`src/rtl/program_memory_arbiter_if.sv`:
```
// rtl/program_memory_arbiter_if.sv - fetch, loader and program-memory signal bundle for program_memory_arbiter
// slave modport is the arbiter's view; master is the fetch stage, loader and memory array side.
interface program_memory_arbiter_if #(
    parameter int DATA_WIDTH = 32,
    parameter int ADDR_W     = 5
);
    logic                  fetch_req_i;
    logic [DATA_WIDTH-1:0] fetch_addr_i;
    logic                  fetch_gnt_o;
    logic                  fetch_rvalid_o;
    logic [DATA_WIDTH-1:0] fetch_rdata_o;

    logic                  load_req_i;
    logic                  load_we_i;
    logic [DATA_WIDTH-1:0] load_addr_i;
    logic [DATA_WIDTH-1:0] load_wdata_i;
    logic                  load_gnt_o;
    logic                  load_rvalid_o;
    logic [DATA_WIDTH-1:0] load_rdata_o;

    logic                  mem_en_o;
    logic                  mem_we_o;
    logic [ADDR_W-1:0]     mem_addr_o;
    logic [DATA_WIDTH-1:0] mem_wdata_o;
    logic [DATA_WIDTH-1:0] mem_rdata_i;

    logic                  addr_err_o;

    modport slave (
        input  fetch_req_i, fetch_addr_i,
        input  load_req_i, load_we_i, load_addr_i, load_wdata_i,
        input  mem_rdata_i,
        output fetch_gnt_o, fetch_rvalid_o, fetch_rdata_o,
        output load_gnt_o, load_rvalid_o, load_rdata_o,
        output mem_en_o, mem_we_o, mem_addr_o, mem_wdata_o,
        output addr_err_o
    );

    modport master (
        output fetch_req_i, fetch_addr_i,
        output load_req_i, load_we_i, load_addr_i, load_wdata_i,
        output mem_rdata_i,
        input  fetch_gnt_o, fetch_rvalid_o, fetch_rdata_o,
        input  load_gnt_o, load_rvalid_o, load_rdata_o,
        input  mem_en_o, mem_we_o, mem_addr_o, mem_wdata_o,
        input  addr_err_o
    );
endinterface

```
`src/rtl/program_memory_arbiter.sv`:
```
// rtl/program_memory_arbiter.sv - fetch/loader arbiter for a single-port program memory
// Optional ARB_PERF_CNT_EN adds saturating fetch-stall and loader-grant counters.
module program_memory_arbiter #(
    parameter int                    DATA_WIDTH   = 32,
    parameter int                    MEMORY_DEPTH = 32,
    parameter int                    ADDR_W       = $clog2(MEMORY_DEPTH),
    parameter logic [DATA_WIDTH-1:0] TEXT_BASE    = 32'h0040_0000,
    parameter int                    LOAD_BURST   = 4,
    parameter logic [DATA_WIDTH-1:0] NOP_WORD     = 32'h0000_0013
) (
    input  logic                     clk,
    input  logic                     reset,
    program_memory_arbiter_if.slave  bus
`ifdef ARB_PERF_CNT_EN
    ,
    output logic [31:0]              perf_fetch_stall_o,
    output logic [31:0]              perf_load_gnt_o
`endif
);

    localparam logic [DATA_WIDTH-1:0] TEXT_END   = TEXT_BASE + DATA_WIDTH'(4 * MEMORY_DEPTH);
    localparam logic [3:0]            BURST_MAX  = 4'(LOAD_BURST);

    typedef enum logic [1:0] {
        RSP_NONE,
        RSP_FETCH,
        RSP_LOAD
    } rsp_owner_t;

    rsp_owner_t rsp_owner_q, rsp_owner_d;
    logic       rsp_illegal_q, rsp_illegal_d;
    logic       rsp_we_q, rsp_we_d;
    logic [3:0] burst_cnt_q, burst_cnt_d;
    logic       addr_err_q, addr_err_d;

    logic                  fetch_legal, load_legal;
    logic [DATA_WIDTH-1:0] fetch_off, load_off;
    logic [ADDR_W-1:0]     fetch_idx, load_idx;
    logic                  fetch_gnt, load_gnt;

    function automatic logic addr_legal(input logic [DATA_WIDTH-1:0] addr);
        return (addr[1:0] == 2'b00) && (addr >= TEXT_BASE) && (addr < TEXT_END);
    endfunction

    // Offsets below TEXT_BASE wrap to huge values; the range check rejects them.
    always_comb begin
        fetch_off   = bus.fetch_addr_i - TEXT_BASE;
        load_off    = bus.load_addr_i - TEXT_BASE;
        fetch_idx   = ADDR_W'(fetch_off >> 2);
        load_idx    = ADDR_W'(load_off >> 2);
        fetch_legal = addr_legal(bus.fetch_addr_i);
        load_legal  = addr_legal(bus.load_addr_i);
    end

    // Loader wins unless it has already taken LOAD_BURST grants while fetch waited.
    // Grants are gated by reset so a reset landing in a grant cycle suppresses the access.
    always_comb begin
        fetch_gnt = reset && bus.fetch_req_i &&
                    (!bus.load_req_i || (burst_cnt_q >= BURST_MAX));
        load_gnt  = reset && bus.load_req_i && !fetch_gnt;
    end

    always_comb begin
        bus.fetch_gnt_o = fetch_gnt;
        bus.load_gnt_o  = load_gnt;
        bus.mem_en_o    = (fetch_gnt && fetch_legal) || (load_gnt && load_legal);
        bus.mem_we_o    = load_gnt && load_legal && bus.load_we_i;
        bus.mem_addr_o  = '0;
        if (fetch_gnt && fetch_legal) begin
            bus.mem_addr_o = fetch_idx;
        end else if (load_gnt && load_legal) begin
            bus.mem_addr_o = load_idx;
        end
        bus.mem_wdata_o = (load_gnt && load_legal && bus.load_we_i) ? bus.load_wdata_i : '0;
    end

    always_comb begin
        rsp_owner_d   = RSP_NONE;
        rsp_illegal_d = 1'b0;
        rsp_we_d      = 1'b0;
        if (fetch_gnt) begin
            rsp_owner_d   = RSP_FETCH;
            rsp_illegal_d = !fetch_legal;
        end else if (load_gnt) begin
            rsp_owner_d   = RSP_LOAD;
            rsp_illegal_d = !load_legal;
            rsp_we_d      = bus.load_we_i;
        end
    end

    always_comb begin
        burst_cnt_d = burst_cnt_q;
        if (!bus.fetch_req_i || fetch_gnt) begin
            burst_cnt_d = 4'd0;
        end else if (load_gnt && (burst_cnt_q != 4'hF)) begin
            burst_cnt_d = burst_cnt_q + 4'd1;
        end
        addr_err_d = addr_err_q || (fetch_gnt && !fetch_legal) || (load_gnt && !load_legal);
    end

    always_ff @(posedge clk or negedge reset) begin
        if (!reset) begin
            rsp_owner_q   <= RSP_NONE;
            rsp_illegal_q <= 1'b0;
            rsp_we_q      <= 1'b0;
            burst_cnt_q   <= 4'd0;
            addr_err_q    <= 1'b0;
        end else begin
            rsp_owner_q   <= rsp_owner_d;
            rsp_illegal_q <= rsp_illegal_d;
            rsp_we_q      <= rsp_we_d;
            burst_cnt_q   <= burst_cnt_d;
            addr_err_q    <= addr_err_d;
        end
    end

    always_comb begin
        bus.fetch_rvalid_o = (rsp_owner_q == RSP_FETCH);
        bus.load_rvalid_o  = (rsp_owner_q == RSP_LOAD);
        bus.fetch_rdata_o  = '0;
        bus.load_rdata_o   = '0;
        if (rsp_owner_q == RSP_FETCH) begin
            bus.fetch_rdata_o = rsp_illegal_q ? NOP_WORD : bus.mem_rdata_i;
        end
        // Write acknowledges and illegal loader reads both return zero.
        if ((rsp_owner_q == RSP_LOAD) && !rsp_we_q && !rsp_illegal_q) begin
            bus.load_rdata_o = bus.mem_rdata_i;
        end
        bus.addr_err_o = addr_err_q;
    end

`ifdef ARB_PERF_CNT_EN
    always_ff @(posedge clk or negedge reset) begin
        if (!reset) begin
            perf_fetch_stall_o <= 32'd0;
            perf_load_gnt_o    <= 32'd0;
        end else begin
            if (bus.fetch_req_i && !fetch_gnt && (perf_fetch_stall_o != 32'hFFFF_FFFF)) begin
                perf_fetch_stall_o <= perf_fetch_stall_o + 32'd1;
            end
            if (load_gnt && (perf_load_gnt_o != 32'hFFFF_FFFF)) begin
                perf_load_gnt_o <= perf_load_gnt_o + 32'd1;
            end
        end
    end
`endif

endmodule

```
`src/flat_wrapper.sv`:
```
// flat-port wrapper written by rule: the top's interface ports become plain ports
module program_memory_arbiter_flat 
#(
    parameter int                    DATA_WIDTH   = 32,
    parameter int                    MEMORY_DEPTH = 32,
    parameter int                    ADDR_W       = $clog2(MEMORY_DEPTH),
    parameter logic [DATA_WIDTH-1:0] TEXT_BASE    = 32'h0040_0000,
    parameter int                    LOAD_BURST   = 4,
    parameter logic [DATA_WIDTH-1:0] NOP_WORD     = 32'h0000_0013
)
  (clk, reset, bus_fetch_req_i, bus_fetch_addr_i, bus_load_req_i, bus_load_we_i, bus_load_addr_i, bus_load_wdata_i, bus_mem_rdata_i, bus_fetch_gnt_o, bus_fetch_rvalid_o, bus_fetch_rdata_o, bus_load_gnt_o, bus_load_rvalid_o, bus_load_rdata_o, bus_mem_en_o, bus_mem_we_o, bus_mem_addr_o, bus_mem_wdata_o, bus_addr_err_o);
  program_memory_arbiter_if #(.DATA_WIDTH(DATA_WIDTH), .ADDR_W(ADDR_W)) bus_i ();
  input  logic clk;
  input  logic reset;
  input wire logic [$bits(bus_i.fetch_req_i)-1:0] bus_fetch_req_i;
  input wire logic [$bits(bus_i.fetch_addr_i)-1:0] bus_fetch_addr_i;
  input wire logic [$bits(bus_i.load_req_i)-1:0] bus_load_req_i;
  input wire logic [$bits(bus_i.load_we_i)-1:0] bus_load_we_i;
  input wire logic [$bits(bus_i.load_addr_i)-1:0] bus_load_addr_i;
  input wire logic [$bits(bus_i.load_wdata_i)-1:0] bus_load_wdata_i;
  input wire logic [$bits(bus_i.mem_rdata_i)-1:0] bus_mem_rdata_i;
  output wire logic [$bits(bus_i.fetch_gnt_o)-1:0] bus_fetch_gnt_o;
  output wire logic [$bits(bus_i.fetch_rvalid_o)-1:0] bus_fetch_rvalid_o;
  output wire logic [$bits(bus_i.fetch_rdata_o)-1:0] bus_fetch_rdata_o;
  output wire logic [$bits(bus_i.load_gnt_o)-1:0] bus_load_gnt_o;
  output wire logic [$bits(bus_i.load_rvalid_o)-1:0] bus_load_rvalid_o;
  output wire logic [$bits(bus_i.load_rdata_o)-1:0] bus_load_rdata_o;
  output wire logic [$bits(bus_i.mem_en_o)-1:0] bus_mem_en_o;
  output wire logic [$bits(bus_i.mem_we_o)-1:0] bus_mem_we_o;
  output wire logic [$bits(bus_i.mem_addr_o)-1:0] bus_mem_addr_o;
  output wire logic [$bits(bus_i.mem_wdata_o)-1:0] bus_mem_wdata_o;
  output wire logic [$bits(bus_i.addr_err_o)-1:0] bus_addr_err_o;
  assign bus_i.fetch_req_i = bus_fetch_req_i;
  assign bus_i.fetch_addr_i = bus_fetch_addr_i;
  assign bus_i.load_req_i = bus_load_req_i;
  assign bus_i.load_we_i = bus_load_we_i;
  assign bus_i.load_addr_i = bus_load_addr_i;
  assign bus_i.load_wdata_i = bus_load_wdata_i;
  assign bus_i.mem_rdata_i = bus_mem_rdata_i;
  assign bus_fetch_gnt_o = bus_i.fetch_gnt_o;
  assign bus_fetch_rvalid_o = bus_i.fetch_rvalid_o;
  assign bus_fetch_rdata_o = bus_i.fetch_rdata_o;
  assign bus_load_gnt_o = bus_i.load_gnt_o;
  assign bus_load_rvalid_o = bus_i.load_rvalid_o;
  assign bus_load_rdata_o = bus_i.load_rdata_o;
  assign bus_mem_en_o = bus_i.mem_en_o;
  assign bus_mem_we_o = bus_i.mem_we_o;
  assign bus_mem_addr_o = bus_i.mem_addr_o;
  assign bus_mem_wdata_o = bus_i.mem_wdata_o;
  assign bus_addr_err_o = bus_i.addr_err_o;
  program_memory_arbiter #(.DATA_WIDTH(DATA_WIDTH), .MEMORY_DEPTH(MEMORY_DEPTH), .ADDR_W(ADDR_W), .TEXT_BASE(TEXT_BASE), .LOAD_BURST(LOAD_BURST), .NOP_WORD(NOP_WORD)) u_core (.clk(clk), .reset(reset), .bus(bus_i));
endmodule
```
`config.mk`:
```
export PLATFORM = sky130hd
export DESIGN_NAME = program_memory_arbiter_flat
export DESIGN_NICKNAME = d
export VERILOG_FILES = /design/src/rtl/program_memory_arbiter_if.sv /design/src/rtl/program_memory_arbiter.sv /design/src/flat_wrapper.sv
export SDC_FILE = /design/constraint.sdc
export NUM_CORES = 1
export LEC_CHECK = 0
export BUFFER_PORTS_ARGS = -buffer_cell sky130_fd_sc_hd__buf_2
export CAP_MARGIN = 20
export CORE_AREA = 10 10 85 87
export DETAILED_ROUTE_END_ITERATION = 7
export DIE_AREA = 0 0 95 97
export HOLD_SLACK_MARGIN = 0.1
export PLACE_DENSITY = 0.71
export SYNTH_ARGS = -nofsm -noshare
export SYNTH_HDL_FRONTEND = slang
export SYNTH_SLANG_ARGS = --single-unit
```
`constraint.sdc`:
```
create_clock -name clk -period 3.1 [get_ports clk]
set_input_delay 0.155 -clock clk [delete_from_list [all_inputs] [get_ports clk]]
set_output_delay 0.155 -clock clk [all_outputs]
set_load 0.02 [all_outputs]
```
==> impl_metrics.tcl, run 1 <==
set metrics [dict create \
    outcome "finished, final reports clean" \
    cp_slowest_cell "dlygate4sd3_1" \
    min_from "bus_fetch_req_i" \
    n_antenna_cell 0 \
    grt_pass1_vias 2129 \
    htreeDepth 1 \
    area_delta_synth_final_pct 105.7 \
    ys_warn_count 0 \
    cts-root-buf "clkbuf_8" \
    cts.sinks 9 \
    hold_depth 3 \
    grt_pass1_wl_mm 11.79 \
    via_per_inst 4.327 \
    maxCapViolations 0 \
    cp.arrival_ps 2160 \
    rows 27 \
    hold_class "in -> reg" \
    initial_utilization_pct 23.09 \
    grt_max_degree 34 \
    synth_edf_count 0 \
    vdd_ir_drop_max_mv 0.09346 \
    ys_types 30 \
    fin_setup_tns_ps 0 \
    ys.flop_type "dfrtp_1" \
    finalPower_mw 0.4459 \
    ant_nets 0 \
    nets 553 \
    drt_iter0_drc 38 \
    hold_end "u_core.burst_cnt_q[2]" \
    hpwlAfterDp_mm 7.563 \
    fp.dieArea_sq_mm 0.009215 \
    power_density_mw_per_mm2 171.5 \
    cts_buffer_depth 2 \
    cp_max_fo 11 \
    worstSetupStartpointType "input port" \
    syn_nets 313 \
    cts_tree "done" \
    via_count 2120 \
    fill_cells 582 \
    worstSetupPathType "in -> out" \
    antenna_found_initial 2 \
    io_pins 241 \
    chipWidth_um 95 \
    hold_viol 0 \
    cts_setup_buffers 0 \
    dr.pass1.iters 4 \
    ys_top_cells_by_area "and2_1, dfrtp_1, nor4_1" \
    wl_per_cell_um 16.65 \
    r2r-end "u_core.bus.addr_err_o" \
    cp_num_buf_inv 3 \
    yosysSeqAreaShare_pct 17.82 \
    drt_wl_total_mm 8.160 \
    drive_above_1_share_pct 60.05 \
    finClkSkew_ps 1.170 \
    report.final.slew_viol_count 0 \
    synth_area_sq_mm 0.001264 \
    path_cells "dlygate4sd3_1 -> buf_2 -> and2_1 -> nand2_1 -> nor3_1 -> a22o_1 -> buf_2" \
    cpPeakStageDelay_ps 540 \
    synth_async_sr_flop_share_pct 100.0 \
    endpoint_kind "output port" \
    critPathTopFamily "buffers and inverters" \
    syn_area_per_cell_sq_um 7.060 \
    numCtsBuffers 3 \
    synth_top_area_share_pct 46.53 \
    yosysTopAreaCell "and2_1" \
    die_h_um 97 \
    r2r_slack_ps 1610 \
    worstMarginPinSlew_ps 601.2 \
    drc_errors 0 \
    clk_pin_slew_worst_paths_ps 50 \
    path_common_cell "buf_2" \
    reg2regPathDepth 4 \
    cts_resized 0 \
    max-slew-margin-rel_pct 59.61 \
    final.period_utilization_pct 74.52 \
    grt_overflow 0 \
    clk_latency_ps 230 \
    ctsHoldBuffers 1 \
    fmax_mhz 432.9 \
    portBuffers 240 \
    stdcell_count 490 \
    place_inst 485 \
    grt_util_all_layers_pct 16.04 \
    ys_ff_latch 9 \
    setup_viol_count_final 0 \
    gp_congestion 0.8000 \
    crit_required_ps 2940 \
    min_period_ps 2310 \
    synth_cells 179 \
    core-area_sq_mm 0.005473 \
    power.leakage_nw 1.706 \
    grt_setup_unrepaired "false" \
    reg2reg_from "u_core.burst_cnt_q[2]" \
    finalHoldWorstSlack_ps 190.1 \
]
-- where the power goes --
group | internal (mW) | total [mW] | switching (mW)
combinational | 0.0953 | 0.187 | 0.0914
clock | 0.0895 | 0.134 | 0.0449
sequential | 0.122 | 0.125 | 0.00311
total | 0.307 | 0.446 | 0.139
-- worst max path at each step --
stage	startpoint	to	slack, ps	cells after the start
global route	reset	bus_mem_addr_o[1]	540	7
floorplan	u_core.rsp_owner_q[0]	bus_load_rdata_o[10]	1380	4
global placement	bus_load_addr_i[8]	bus_mem_addr_o[3]	1250	6
detailed placement	bus_load_addr_i[8]	bus_mem_addr_o[1]	1180	6
finish	reset	bus_mem_addr_o[2]	790	7
CTS	reset	bus_mem_addr_o[2]	730	7
-- stage by stage --
stage	worst slack (ps)	cell area, sq um	utilization, %
global route	536.4	2600	47.51
finish	789.9	2600	47.51
CTS	731.7	2600	47.51
global placement	1254	2545	46.50
floorplan	1376	1264	-
detailed placement	1177	2545	46.50
-- cells in the mapped netlist, drive strengths merged (2+ instances only) --
master	instances
a21oi	2
a22o	5
and2	94
and3	2
buf	3
clkbuf	6
dfrtp	9
inv	5
nand2	4
nand3	8
nor2	13
nor3	4
nor4	9
nor4b	2
o21ai	2
-- worst reg2reg max path, stage by stage (launching register included) --
cell and delay (ps):
dfrtp_1 380, nor2_1 60, a21o_1 270, a2111oi_4 450
a22oi_1 180
-- layer usage --
layer	track usage, %	vias up	part of all wire (%)
met2	30.09	157	51
li1	-	1068	-
met1	13.87	883	31
met5	0	-	0.31
met3	9.098	8	17
met4	4.348	4	0.96
-- cells in the final DEF (no fill, tap or decap) --
cell,netlist,layout
buf_2,3,240
and2_1,94,94
nor2_1,13,13
dfrtp_1,9,9
nand3_1,8,8
nor4_1,8,8
inv_1,5,5
a22o_1,5,5
nand2_1,4,4
nor3_1,3,3
clkbuf_8,0,3
buf_4,0,3
a21oi_1,2,2
and3_1,2,2
a21o_1,1,1
o21ai_1,1,1
nor4b_2,1,1
nand4_1,1,1
nor3_2,1,1
nand2b_1,1,1
nor4_2,1,1
nor4b_1,1,1
a2111oi_4,1,1
nor2b_1,1,1
nor3b_2,0,1
or2_1,1,1
o21ai_0,1,1
a22oi_1,1,1
a21boi_0,1,1
o21a_1,1,1
ha_1,1,1
clkbuf_1,6,1
dlygate4sd3_1,0,1
-- logic make-up after synthesis --
logic type / after synthesis / share of synthesized area, %
AO/OA/AOI/OAI: 14 / 9.604
adder cells (fa/ha/maj): 1 / 0.9899
buffers and inverters: 14 / 4.455
flip-flops: 9 / 17.82
AND/OR/NAND/NOR: 141 / 67.13
-- area by class of cell --
| cell class | count | area (sq um) | area share (%) |
|---|---|---|---|
| Clock buffer | 4 | 45.04 | 1.732 |
| Inverter | 5 | 18.77 | 0.7218 |
| Multi-Input combinational cell | 156 | 987.2 | 37.97 |
| Sequential cell | 9 | 225.2 | 8.662 |
| Tap cell | 72 | 90.09 | 3.465 |
| Timing Repair Buffer | 244 | 1234 | 47.45 |
-- flip-flops by register name, summed over array words and instances, names as in the netlist --
register	count
u_core.bus.addr_err_o	1
u_core.burst_cnt_q	4
u_core.rsp_illegal_q	1
u_core.rsp_we_q	1
u_core.rsp_owner_q	2
No activity file was read; power rests on OpenSTA's default activity.
==> run 2: changes to the inputs <==
==> constraint.sdc (replaced) <==
create_clock -name clk -period 2.26 [get_ports clk]
set_input_delay 0.113 -clock clk [delete_from_list [all_inputs] [get_ports clk]]
set_output_delay 0.113 -clock clk [all_outputs]
set_load 0.02 [all_outputs]
==> run 2 against run 1 <==
  * Largest cell class unchanged
  * Critical path type is now reg -> out
  * First-iteration DRC count fell by 13%
  * Combinational power rose by 36%
  * Hold slack got worse by 43 ps
  * Clock skew rose by 0.67 ps
  * Critical path depth fell by 2
  * Global-route usage fell by 0.16 points
  * Routed wire length fell by 0.97%
  * Flip-flop and latch count did not move
  * Via count fell by 0.75%
==> impl_metrics.tcl, run 2 (synthesis gave the netlist of run 1 again) <==
set metrics [dict create \
    outcome "finished, final reports clean" \
    largest_reg_flops 4 \
    via_per_inst 4.294 \
    max-slew-margin-rel_pct 58.29 \
    maxCapViolations 0 \
    initial_utilization_pct 23.09 \
    top_regs "u_core.burst_cnt_q (4), u_core.rsp_owner_q (2)" \
    cp_max_fo 6 \
    die_h_um 97 \
    ant_nets 0 \
    grt_pass1_vias 2143 \
    largest-register "u_core.burst_cnt_q" \
    grt_setup_unrepaired "false" \
    wl_per_cell_um 16.49 \
    numCtsBuffers 3 \
    n_antenna_cell 0 \
    place_ws_ps 421.1 \
    drc_errors 0 \
    min_period_ps 1996 \
    clk_pin_slew_worst_paths_ps 40 \
    fin_ws_ps 264.1 \
    dr.pass1.iters 4 \
    hold_class "in -> reg" \
    setup_viol_count_final 0 \
    vdd_ir_drop_max_mv 0.1246 \
    drt_iter0_drc 33 \
    chipWidth_um 95 \
    cts_tree "done" \
    cp_slowest_cell "nor3_1" \
    via_count 2104 \
    ctsHoldBuffers 1 \
    grt_overflow 0 \
    core-area_sq_mm 0.005473 \
    endpoint_kind "output port" \
    worstSetupPathType "reg -> out" \
    cpPeakStageDelay_ps 540 \
    fin_setup_tns_ps 0 \
    drive_above_1_share_pct 60.05 \
    final.period_utilization_pct 88.31 \
    hold_viol 0 \
    cts.sinks 9 \
    nets 553 \
    rows 27 \
    final_cell_mix "buf_2, and2_1, nor2_1" \
    cts-root-buf "clkbuf_8" \
    fmax_mhz 501.0 \
    grt_util_all_layers_pct 15.88 \
    cts_buffer_depth 2 \
    antenna_found_initial 1 \
    htreeDepth 1 \
    fill_cells 545 \
    io_pins 241 \
    grt_pass1_wl_mm 11.69 \
    cp.arrival_ps 1880 \
    gp_congestion 0.8045 \
    power_density_mw_per_mm2 235.7 \
    grt_max_degree 34 \
    cts_setup_buffers 0 \
    fp.dieArea_sq_mm 0.009215 \
    portBuffers 240 \
    worstSetupStartpointType "flip-flop" \
    area_delta_synth_final_pct 105.7 \
    crit_required_ps 2150 \
    finClkSkew_ps 1.843 \
    path_cells "o21ai_1 -> nand2_1 -> nor3_1 -> a22o_1 -> buf_2" \
    drt_wl_total_mm 8.081 \
    hpwlAfterDp_mm 7.499 \
    report.final.slew_viol_count 0 \
    layout_commonest_cell "buf_2" \
    cts_resized 0 \
    clk_latency_ps 230 \
    worstMarginPinSlew_ps 620.8 \
    power.leakage_nw 1.706 \
]
-- run 2: cell counts in the layout (fill, tap and decap cells not counted) --
No cell type changed its count.
-- run 2: metal layers --
layer	share of wire, %	GRT usage, %	up-vias
met5	0.16	0	-
met4	0.98	4.119	2
met3	15	7.556	8
met2	51	30.04	149
met1	33	14.44	881
li1	-	-	1064
-- run 2: layout make-up --
cell class                      instances  area [sq um]  area share, %
Inverter                                5         18.77         0.7218
Tap cell                               72         90.09          3.465
Clock buffer                            4         45.04          1.732
Timing Repair Buffer                  244          1234          47.45
Sequential cell                         9         225.2          8.662
Multi-Input combinational cell        156         987.2          37.97
-- run 2: worst max-delay path: cells and delay by family (launching register included) --
kind                   cells  cell delay [ps]
AOI/OAI and AO/OA          2              440
buffers and inverters      1              170
and+or+nand+nor            2              640
DFF                        1              400
-- run 2: through the flow --
stage          std cells  hold WS [ps]  utilization (%)  area (sq um)  power (mW)
5_1_grt              490         170.1            47.51          2600      0.6542
4_1_cts              490         141.9            47.51          2600      0.6222
2_1_floorplan        179        -182.6                -          1264      0.2679
6_report             490         146.6            47.51          2600      0.6128
3_3_place_gp         485        -14.92            46.50          2545      0.4262
3_5_place_dp         485        -12.96            46.50          2545      0.4310
-- run 2: final timing paths --
path / start / to / slack (ps) / cells past startpoint
worst max-delay path: u_core.burst_cnt_q[2] / bus_mem_addr_o[2] / 260 / 5
worst min-delay path: bus_fetch_req_i / u_core.burst_cnt_q[2] / 150 / 3
worst max register to register: u_core.burst_cnt_q[2] / u_core.bus.addr_err_o / 800 / 4
worst min register to register: u_core.bus.addr_err_o / u_core.bus.addr_err_o / 560 / 2
max in group asynchronous: reset / u_core.burst_cnt_q[0] / 1600 / 2
min in group asynchronous: reset / u_core.burst_cnt_q[2] / 370 / 2
-- run 2: power breakdown --
group / internal [mW] / switching, mW
Combinational: 0.131 / 0.125
Sequential: 0.167 / 0.00441
Clock: 0.123 / 0.0632
Total: 0.421 / 0.192
